==> src/rtl/serial_adder_ctrl_if.sv <==
// Operand/result handshake bundle for serial_adder_ctrl; the requester is the master.
// The sub select exists only when SERIAL_ADDER_SUB_EN is defined.
interface serial_adder_ctrl_if #(
  parameter int WIDTH = 8
);
  logic             start;
  logic [WIDTH-1:0] a;
  logic [WIDTH-1:0] b;
`ifdef SERIAL_ADDER_SUB_EN
  logic             sub;
`endif
  logic             busy;
  logic             done;
  logic [WIDTH-1:0] sum;
  logic             cout;

  modport master (
`ifdef SERIAL_ADDER_SUB_EN
    output sub,
`endif
    output start, a, b,
    input  busy, done, sum, cout
  );

  modport slave (
`ifdef SERIAL_ADDER_SUB_EN
    input  sub,
`endif
    input  start, a, b,
    output busy, done, sum, cout
  );
endinterface

==> src/rtl/serial_adder_ctrl.sv <==
// Bit-serial adder: one full-adder slice (two halfAdders + OR), LSB first, WIDTH+2 cycles per op.
// Latency: done/sum/cout after edge WIDTH; start ignored while busy. SERIAL_ADDER_SUB_EN adds A-B.
module halfAdder (
  input  logic a,
  input  logic b,
  output logic s,
  output logic c
);
  assign s = a ^ b;
  assign c = a & b;
endmodule

module serial_adder_ctrl #(
  parameter int WIDTH = 8
) (
  input  logic                clk,
  input  logic                rst,
  serial_adder_ctrl_if.slave  bus
);
  localparam int CW = (WIDTH > 1) ? $clog2(WIDTH) : 1;

  typedef enum logic [1:0] {
    IDLE = 2'd0,
    RUN  = 2'd1,
    DONE = 2'd2
  } state_t;

  state_t           state, state_nxt;
  logic [WIDTH-1:0] sha, shb, psum, sum_q;
  logic [CW-1:0]    cnt;
  logic             carry, cout_q;
  logic             s0, c0, s1, c1, c_next;
  logic             last;

  halfAdder u_ha0 (.a(sha[0]), .b(shb[0]), .s(s0), .c(c0));
  halfAdder u_ha1 (.a(s0),     .b(carry),  .s(s1), .c(c1));
  assign c_next = c0 | c1;

  assign last = (cnt == CW'(WIDTH - 1));

  always_ff @(posedge clk or posedge rst) begin
    if (rst) state <= IDLE;
    else     state <= state_nxt;
  end

  always_comb begin
    state_nxt = state;
    case (state)
      IDLE:    if (bus.start) state_nxt = RUN;
      RUN:     if (last) state_nxt = DONE;
      DONE:    state_nxt = IDLE;
      default: state_nxt = IDLE;
    endcase
  end

  always_ff @(posedge clk or posedge rst) begin
    if (rst) begin
      sha    <= '0;
      shb    <= '0;
      psum   <= '0;
      sum_q  <= '0;
      cout_q <= 1'b0;
      carry  <= 1'b0;
      cnt    <= '0;
    end else if (state == IDLE) begin
      if (bus.start) begin
        sha <= bus.a;
        cnt <= '0;
`ifdef SERIAL_ADDER_SUB_EN
        // Two's-complement subtract: invert B and inject the +1 through the carry
        shb   <= bus.sub ? ~bus.b : bus.b;
        carry <= bus.sub;
`else
        shb   <= bus.b;
        carry <= 1'b0;
`endif
      end
    end else if (state == RUN) begin
      sha   <= sha >> 1;
      shb   <= shb >> 1;
      carry <= c_next;
      cnt   <= cnt + CW'(1);
      psum  <= {s1, psum[WIDTH-1:1]};
      if (last) begin
        sum_q  <= {s1, psum[WIDTH-1:1]};
        cout_q <= c_next;
      end
    end
  end

  assign bus.busy = (state != IDLE);
  assign bus.done = (state == DONE);
  assign bus.sum  = sum_q;
  assign bus.cout = cout_q;
endmodule

==> src/flat_wrapper.sv <==
// flat-port wrapper written by rule: the top's interface ports become plain ports
module serial_adder_ctrl_flat 
#(
  parameter int WIDTH = 8
)
  (clk, rst, bus_start, bus_a, bus_b, bus_busy, bus_done, bus_sum, bus_cout);
  serial_adder_ctrl_if #(.WIDTH(WIDTH)) bus_i ();
  input  logic clk;
  input  logic rst;
  input wire logic [$bits(bus_i.start)-1:0] bus_start;
  input wire logic [$bits(bus_i.a)-1:0] bus_a;
  input wire logic [$bits(bus_i.b)-1:0] bus_b;
  output wire logic [$bits(bus_i.busy)-1:0] bus_busy;
  output wire logic [$bits(bus_i.done)-1:0] bus_done;
  output wire logic [$bits(bus_i.sum)-1:0] bus_sum;
  output wire logic [$bits(bus_i.cout)-1:0] bus_cout;
  assign bus_i.start = bus_start;
  assign bus_i.a = bus_a;
  assign bus_i.b = bus_b;
  assign bus_busy = bus_i.busy;
  assign bus_done = bus_i.done;
  assign bus_sum = bus_i.sum;
  assign bus_cout = bus_i.cout;
  serial_adder_ctrl #(.WIDTH(WIDTH)) u_core (.clk(clk), .rst(rst), .bus(bus_i));
endmodule
==> config.mk <==
export PLATFORM = sky130hd
export DESIGN_NAME = serial_adder_ctrl_flat
export DESIGN_NICKNAME = d
export VERILOG_FILES = /design/src/rtl/serial_adder_ctrl_if.sv /design/src/rtl/serial_adder_ctrl.sv /design/src/flat_wrapper.sv
export SDC_FILE = /design/constraint.sdc
export NUM_CORES = 1
export LEC_CHECK = 0
export ABC_CLOCK_PERIOD_IN_PS = 1400
export BUFFER_PORTS_ARGS = -buffer_cell sky130_fd_sc_hd__buf_4
export CAP_MARGIN = 0
export CELL_PAD_IN_SITES_DETAIL_PLACEMENT = 0
export CELL_PAD_IN_SITES_GLOBAL_PLACEMENT = 1
export CORE_MARGIN = 1.5
export CORE_UTILIZATION = 39
export DETAILED_ROUTE_END_ITERATION = 6
export PLACE_DENSITY_LB_ADDON = 0.1
export SLEW_MARGIN = 20
export SYNTH_ARGS = -nofsm -noshare
export SYNTH_HDL_FRONTEND = slang
export SYNTH_HIERARCHICAL = 1
export SYNTH_SLANG_ARGS = --single-unit
export TNS_END_PERCENT = 100
==> constraint.sdc <==
create_clock -name clk -period 1.4 [get_ports clk]
set_input_delay 0.14 -clock clk [delete_from_list [all_inputs] [get_ports clk]]
set_output_delay 0.14 -clock clk [all_outputs]
set_load 0.03 [all_outputs]
### After elaboration in Yosys (flattened, before gate mapping)

Index checks and enable logic that the tools add are counted.

* flip-flop bits (word level): 39
* input bits: 19

* add/sub/neg operators: 1
* equality and inequality tests: 5
* muxes and demuxes: 15
* bitwise operators: 6
* reductions and logical operators: 7

Operators by type and width (number)
* $mux 8: 6
* $mux 3: 3
* $reduce_and 2->1: 3
* $mux 2: 2
* $pmux 2 s2: 1
* $reduce_bool 2->1: 2
* $add 3x1->3 const B: 1
* $eq 3x3->1 const B: 1
* $mux 1: 3
* $reduce_and 3->1: 1
* $and 1x1->1: 2
* $eq 2x1->1 const B: 1
* $eq 2x2->1 const B: 1
* $logic_not 2->1: 1
* $ne 2x1->1 const B: 1
* $ne 2x2->1 const B: 1
* $xor 1x1->1: 2
* $not 1->1: 1
* $or 1x1->1: 1

### Logic depth before layout (Yosys ltp)

Gate-level depths: netlist of the first run.

* word-level depth: 5
* depth in mapped cells: 6
* gate-level depth less buffers: 5

### Hierarchy

Netlist of the first run, hierarchy kept.

Modules (own cells, without submodules)
* serial_adder_ctrl: instances 1, cells each 138, area each 1649.1 um2
* halfAdder: instances 2, cells each 1, area each 12.5 um2

### Worst setup path before layout of the first run

OpenSTA, ideal clock, no wires.

* path kind: reg2reg
* from: register u_core.cnt[0]
* to: register u_core.sum_q[0] (netlist: u_core/bus.sum[0])
* library setup time: 0.125 ns
* arrival time: 1.378 ns
* data required time: 1.275 ns
* path slack: -0.102 ns
* stages on the path, launching flop included: 6
* buffers on the path: 1
* clock period less this slack: 1.502 ns
* cell sequence: dfrtp_1 > ha_1 > ha_1 > nand3b_4 > buf_2 > mux2_2

* cells in the longest elaborated chain, start to end: 2

RTL lines
* start: declaration: RTL line serial_adder_ctrl.sv:30 `logic [CW-1:0] cnt;`
* start signal: assignment: RTL line serial_adder_ctrl.sv:82 `cnt <= cnt + CW'(1);`
* $eq 3x3->1: RTL line serial_adder_ctrl.sv:39 `assign last = (cnt == CW'(WIDTH - 1));`
* $reduce_and 3->1 (no source line)
* end signal: assignment: RTL line serial_adder_ctrl.sv:85 `sum_q <= {s1, psum[WIDTH-1:1]};`
* end: declaration: RTL line serial_adder_ctrl.sv:29 `logic [WIDTH-1:0] sha, shb, psum, sum_q;`

No other way between the ends.
A chain may end at the register's enable or synchronous reset.

### Worst setup path in the final report of the first run

* from: register u_core.cnt[0]
* to: register u_core.sum_q[3] (netlist: u_core/bus.sum[3])

Same word-level chain as after synthesis.

==> results.md, run 1 <==
- Outcome: finished, final reports clean
- Synth Register Bits: 38
- Maximum number of pins on one net before global-route repair: 39
- Met3 Resource Use GR: 0.0406
- Drt first-iter violations: 69
- Max-cap violation count: 0
- Highest-utilization routing layer at the global route stage: met2
- Unrepaired setup endpoints after global routing: true
- Net count after synthesis: 163
- Core region area: 4060 µm²
- Source of the worst hold timing path: bus_b[7]
- Total via count after detailed routing: 1243
- Global-route wire length before repair: 5660 µm
- Final-report max-slew violation count: 0
- Highest fanout seen on the critical path: 6
- Final worst path period share: 0.983
- Asr flop ratio synth: 1.00
- Routed Antenna Nets: 0
- Total track usage: 0.166
- WL/cell: 15.8 µm
- Power density cells: 2350 nW/µm²
- Overall die height: 68.5 µm
- GR Util met2: 0.245
- Maximum clock frequency: 727 MHz
- Width of the die: 68.5 µm
- CP required: 1580 ps
- Estimated wirelength of the detail-placed design: 2280 µm
- Setup clock skew after layout: 5.07 ps
- Relative area change from synthesis to final layout: 27.5%
- Cell with the largest stage delay on the worst path: dfrtp_1
- Met1 layer usage reported by global route: 0.230
- Placed Cells incl. Taps: 217
- Worst skew pair latency: 280 ps
- Number of primary I/O pins: 30
- Critical Path Sink Type: register
- Netlist cell types: 22
- Root Buffer: clkbuf_8
- Number of antenna repair diodes: 0
- Number of enable-type register cells in the synthesized netlist: 0
- Proportion of synthesized chip area in sequential cells: 0.568
- Number of buffers created by CTS: 5
- Worst Path Class, Setup: register to register
- Vias in the first global route: 1216
- Post-synthesis instance area: 1670 µm²
- Crit Reg-Reg Startpoint: u_core/cnt[0]$_DFFE_PP0P_
- Endpoint arrival time on the critical path: 1550 ps
- Most common cell after layout, fill and taps aside: buf_4
- Total wire length: 3640 µm
- Slowest cell delay on critical path: 390 ps
- CP startpoint kind: register
- Slew @ Worst Pin: 478 ps
- Post-route insts no fill: 231
- Remaining DRCs: 0
- Slew Limit Headroom: 0.681
- Core utilization of the finished layout: 0.526
- Buffers and inverters on the worst path: 0
- Proportion of layout cells with a drive suffix above 1: 0.403
- Static Leak: 0.984 nW
- Period minus WS final: 1380 ps
- 1st-pass router iterations: 4
- TritonCTS clock tree: built
- Number of port buffers: 29
- Cell family with most CP delay: flip-flops
- Hold-critical path depth: 3
- Gate count after technology mapping: 140
- Path depth of the worst reg2reg path: 4
- Clock Path Buffers: 2
- Nets: 203
- Initial antenna violation count: 0
- Final-report hold violation count: 0
- # rows: 23
- Effective utilization at floorplan: 0.413
- Final Setup Violations: 0
- Number of levels the H-tree was split into: 2
- Flop2flop setup slack: 20 ps
- Final RePlAce weighted congestion: 0.770
- Worst hold path type: primary input to register
- Worst vdd ir: 0.00110 V
- Total Power: 5.02 mW
- Post-detailed-route via-to-cell ratio: 5.38
- Post-synthesis average cell area: 12.0 µm²
- Congestion Overflow GR: 0
- Worst reg2reg endpoint: u_core/bus.sum[3]$_DFFE_PP0P_
- Chain of cells forming the critical path: ha_2 > ha_4 > nand3b_4 > mux2_2
- Die footprint: 4690 µm²
- Capture endpoint of the worst hold path: u_core/shb[7]$_DFFE_PP0P_
- Clock-pin slew on the worst setup and hold paths: 70 ps
- Clock net sink count: 38
- Most common flop cell mapped by yosys: dfrtp_1
- Number of warnings printed during yosys synthesis: 6
- Commonest cells after routing, fill and taps aside: buf_4, dfrtp_1, o22ai_1, a21oi_1, mux2_2
==> cell usage after synthesis, drive strengths merged (2+ instances only) <==
library cell   n  share of area
buf            9          0.040
a21oi         15          0.045
nand2b         2          0.012
ha             4          0.030
nand2          5          0.011
mux2          15           0.11
o22ai         26          0.097
clkbuf         2         0.0045
o21ai          7          0.021
nor2           4         0.0090
a22o           2          0.010
inv            6          0.013
dfrtp         38           0.57
==> cell families after synthesis <==
| group | count (synthesis) | synth area share |
|---|---|---|
| compound gates | 52 | 0.183 |
| flops | 38 | 0.568 |
| buf+inv | 17 | 0.0575 |
| mux | 15 | 0.110 |
| simple gates | 14 | 0.0516 |
| fa+ha+maj | 4 | 0.0299 |
==> through the flow <==
step	hold WS, ps	setup WS (ps)	cell area [µm²]	TNS [ps]
final	103	23.6	2130	0
after global routing	116	-15.6	2130	-45.0
after CTS	97.7	11.9	2100	0
after detailed placement	294	-18.8	1950	-122
after global placement	284	13.2	1950	0
after floorplan	276	7.94	1680	0
==> worst register-to-register path, stage by stage, from the launching register on <==
cell,delay [ps]
dfrtp_1,390
ha_2,200
ha_4,190
nand3b_4,140
mux2_2,350
==> report_power, final <==
part | total (mW) | switching [mW] | internal (mW)
Sequential | 2.00 | 0.369 | 1.64
Clock | 0.767 | 0.370 | 0.397
Combinational | 2.25 | 1.10 | 1.15
==> how the worst max path moves through the flow <==
stage | depth (start not counted) | start | end | slack [ps]
after CTS | 2 | u_core/state[0]$_DFFE_PP0P_ | bus_busy | 10
after global placement | 4 | u_core/cnt[0]$_DFFE_PP0P_ | u_core/bus.sum[0]$_DFFE_PP0P_ | 10
after floorplan | 5 | u_core/cnt[0]$_DFFE_PP0P_ | u_core/bus.sum[0]$_DFFE_PP0P_ | 8
after detailed placement | 4 | u_core/cnt[0]$_DFFE_PP0P_ | u_core/bus.sum[2]$_DFFE_PP0P_ | -20
final | 4 | u_core/cnt[0]$_DFFE_PP0P_ | u_core/bus.sum[3]$_DFFE_PP0P_ | 20
after global routing | 4 | u_core/cnt[0]$_DFFE_PP0P_ | u_core/bus.sum[7]$_DFFE_PP0P_ | -20
==> sequential cells by signal, summed over array words and instances, names as in the netlist <==
name and cells:
u_core/carry 1, u_core/bus.sum 8, u_core/cnt 3, u_core/bus.cout 1, u_core/shb 8, u_core/sha 8, u_core/state 2, u_core/psum 7
==> routing by layer <==
metal,part of all wire,vias up
met5,0,-
met4,0.0080,0
met3,0.052,4
met2,0.46,26
met1,0.48,622
li1,-,591
==> area by class of cell <==
type	instances	area [µm²]
clock buffer	7	86.3
clock inverter	1	5.00
fill	367	1920
inverter	6	26.3
multi-input combinational	86	676
sequential	38	953
tap	50	62.6
timing repair buffer	43	325
==> what timing repair did <==
item,4_1_cts,5_1_grt
setup buffers,3,1
resized for setup,4,6
gates cloned,1,0
endpoints found under the setup margin,10,10
hold buffers,1,0
endpoints found under the hold margin,38,0
pin swaps,1,3
Power figures use the tool's default switching activity.
==> run 2, diff against run 1 <==
- ABC_CLOCK_PERIOD_IN_PS: 1400 -> 1200
- clock period: 1.4 -> 1.2 ns (I/O delays scaled with it)
==> run 2 against run 1 <==
The run now ends with setup timing left. Worst setup slack lost 160 ps. Critical path depth is the same. Cell count grew 7.8%. Non-clock buffer count grew 17. Via count grew 9.7%. Routed wire length grew 23%. Critical path type unchanged.
==> results.md, run 2 (synthesis gave the netlist of run 1 again) <==
- Outcome: finished with violations
- Violations in the final reports: setup timing
- Global-route wire length before repair: 6640 µm
- Worst skew pair latency: 290 ps
- Final-report max-slew violation count: 0
- 1st-pass router iterations: 4
- Path depth of the worst reg2reg path: 4
- Root Buffer: clkbuf_8
- Total Power: 7.55 mW
- Chain of cells forming the critical path: ha_4 > ha_4 > nand3b_4 > mux2_4
- Number of buffers created by CTS: 5
- Proportion of layout cells with a drive suffix above 1: 0.663
- Total track usage: 0.197
- Vias in the first global route: 1380
- Slowest cell delay on critical path: 420 ps
- Slew @ Worst Pin: 278 ps
- Highest fanout seen on the critical path: 5
- Die footprint: 4690 µm²
- Width of the die: 68.5 µm
- WL/cell: 18.0 µm
- Fin area: 2710 µm²
- Most frequent cell on the critical path: ha_4
- CP required: 1380 ps
- Remaining DRCs: 0
- Period minus WS final: 1340 ps
- Worst Path Class, Setup: register to register
- Fin worst setup slack: -141 ps
- Clock Path Buffers: 2
- # rows: 23
- Crit Reg-Reg Startpoint: u_core/cnt[1]$_DFFE_PP0P_
- Buffers and inverters on the worst path: 0
- TritonCTS clock tree: built
- Cell with the largest stage delay on the worst path: dfrtp_1
- Initial antenna violation count: 0
- Static Leak: 1.20 nW
- Congestion Overflow GR: 0
- Total of fill cells in the finished design: 276
- Number of primary I/O pins: 30
- Worst reg2reg endpoint: u_core/bus.sum[2]$_DFFE_PP0P_
- Worst setup path end: u_core/bus.sum[2]$_DFFE_PP0P_
- Post-detailed-route via-to-cell ratio: 5.48
- Worst vdd ir: 0.00140 V
- Worst hold path type: primary input to register
- Slew Limit Headroom: 0.815
- Placement-stage worst setup slack: -213 ps
- Met1 layer usage reported by global route: 0.275
- Critical Path Source: u_core/cnt[1]$_DFFE_PP0P_
- Estimated wirelength of the detail-placed design: 2430 µm
- Number of port buffers: 29
- GR Util met2: 0.298
- Clock-pin slew on the worst setup and hold paths: 70 ps
- Relative area change from synthesis to final layout: 62.1%
- Final-report hold violation count: 0
- Placed Cells incl. Taps: 223
- Core region area: 4060 µm²
- Total via count after detailed routing: 1364
- Met3 Resource Use GR: 0.0487
- Number of levels the H-tree was split into: 2
- Highest-utilization routing layer at the global route stage: met2
- Effective utilization at floorplan: 0.413
- Commonest cells after routing, fill and taps aside: buf_4, dfrtp_1, o22ai_2, mux2_4
- Final worst path period share: 1.12
- Endpoint arrival time on the critical path: 1520 ps
- Nets: 221
- Cell family with most CP delay: flip-flops
- Drt first-iter violations: 68
- Maximum number of pins on one net before global-route repair: 39
- Total wire length: 4470 µm
- Routed Antenna Nets: 0
- Post-Route Setup TNS: -2080 ps
- Dpl cell area: 2060 µm²
- Max-cap violation count: 0
- Maximum clock frequency: 746 MHz
- Clock net sink count: 38
- CP startpoint kind: register
- Critical Path Sink Type: register
- Core utilization of the finished layout: 0.669
- Worst hold-check slack: 74.2 ps
- Final RePlAce weighted congestion: 0.726
- Critical path depth in cells: 4
- Number of antenna repair diodes: 0
- Flop2flop setup slack: -140 ps
- Power density cells: 2780 nW/µm²
- Most common cell after layout, fill and taps aside: buf_4
- Unrepaired setup endpoints after global routing: true
- Post-route insts no fill: 249
- Setup clock skew after layout: 3.11 ps
- Final Setup Violations: 30
- Overall die height: 68.5 µm
-- run 2: layer usage --
layer  vias to the layer above  share of wire  routed length (µm)
met5                         -              0                   0
met3                        11          0.040                 178
met4                         0          0.023                 102
met1                       693           0.46                2040
li1                        629              -                   -
met2                        31           0.48                2150
-- run 2: cell type report --
type / count / area, µm² / share of cell area
Multi-Input combinational cell: 87 / 1030 / 0.379
Sequential cell: 38 / 953 / 0.351
Timing Repair Buffer: 60 / 547 / 0.201
Clock buffer: 6 / 82.6 / 0.0304
Tap cell: 50 / 62.6 / 0.0231
Inverter: 6 / 27.5 / 0.0101
Clock inverter: 2 / 12.5 / 0.00461
-- run 2: report_power, final --
group	internal, mW	total, mW	switching [mW]
Clock	0.462	0.926	0.465
Combinational	2.30	4.04	1.74
Sequential	1.91	2.59	0.680
-- run 2: how the worst min path moves through the flow --
stage	startpoint	to	slack, ps	cells past startpoint
floorplan	bus_a[7]	u_core/sha[7]$_DFFE_PP0P_	260	2
global placement	rst	u_core/bus.cout$_DFFE_PP0P_	200	3
detailed placement	rst	u_core/bus.sum[1]$_DFFE_PP0P_	200	3
CTS	bus_b[7]	u_core/shb[7]$_DFFE_PP0P_	80	3
global route	bus_a[7]	u_core/sha[7]$_DFFE_PP0P_	90	3
finish	bus_a[7]	u_core/sha[7]$_DFFE_PP0P_	70	3
-- run 2: worst register-to-register path: stages, from the launching register on --
cell	delay (ps)
dfrtp_1	420
ha_4	180
ha_4	180
nand3b_4	140
mux2_4	310
-- run 2: what timing repair did --
item                                    4_1_cts  5_1_grt
endpoints found under the setup margin       32       36
hold buffers                                  1        0
cloned                                        3        0
hold endpoints to repair                     38        0
setup buffers                                13        3
pin swaps                                     7       15
gates resized for setup                      37       44
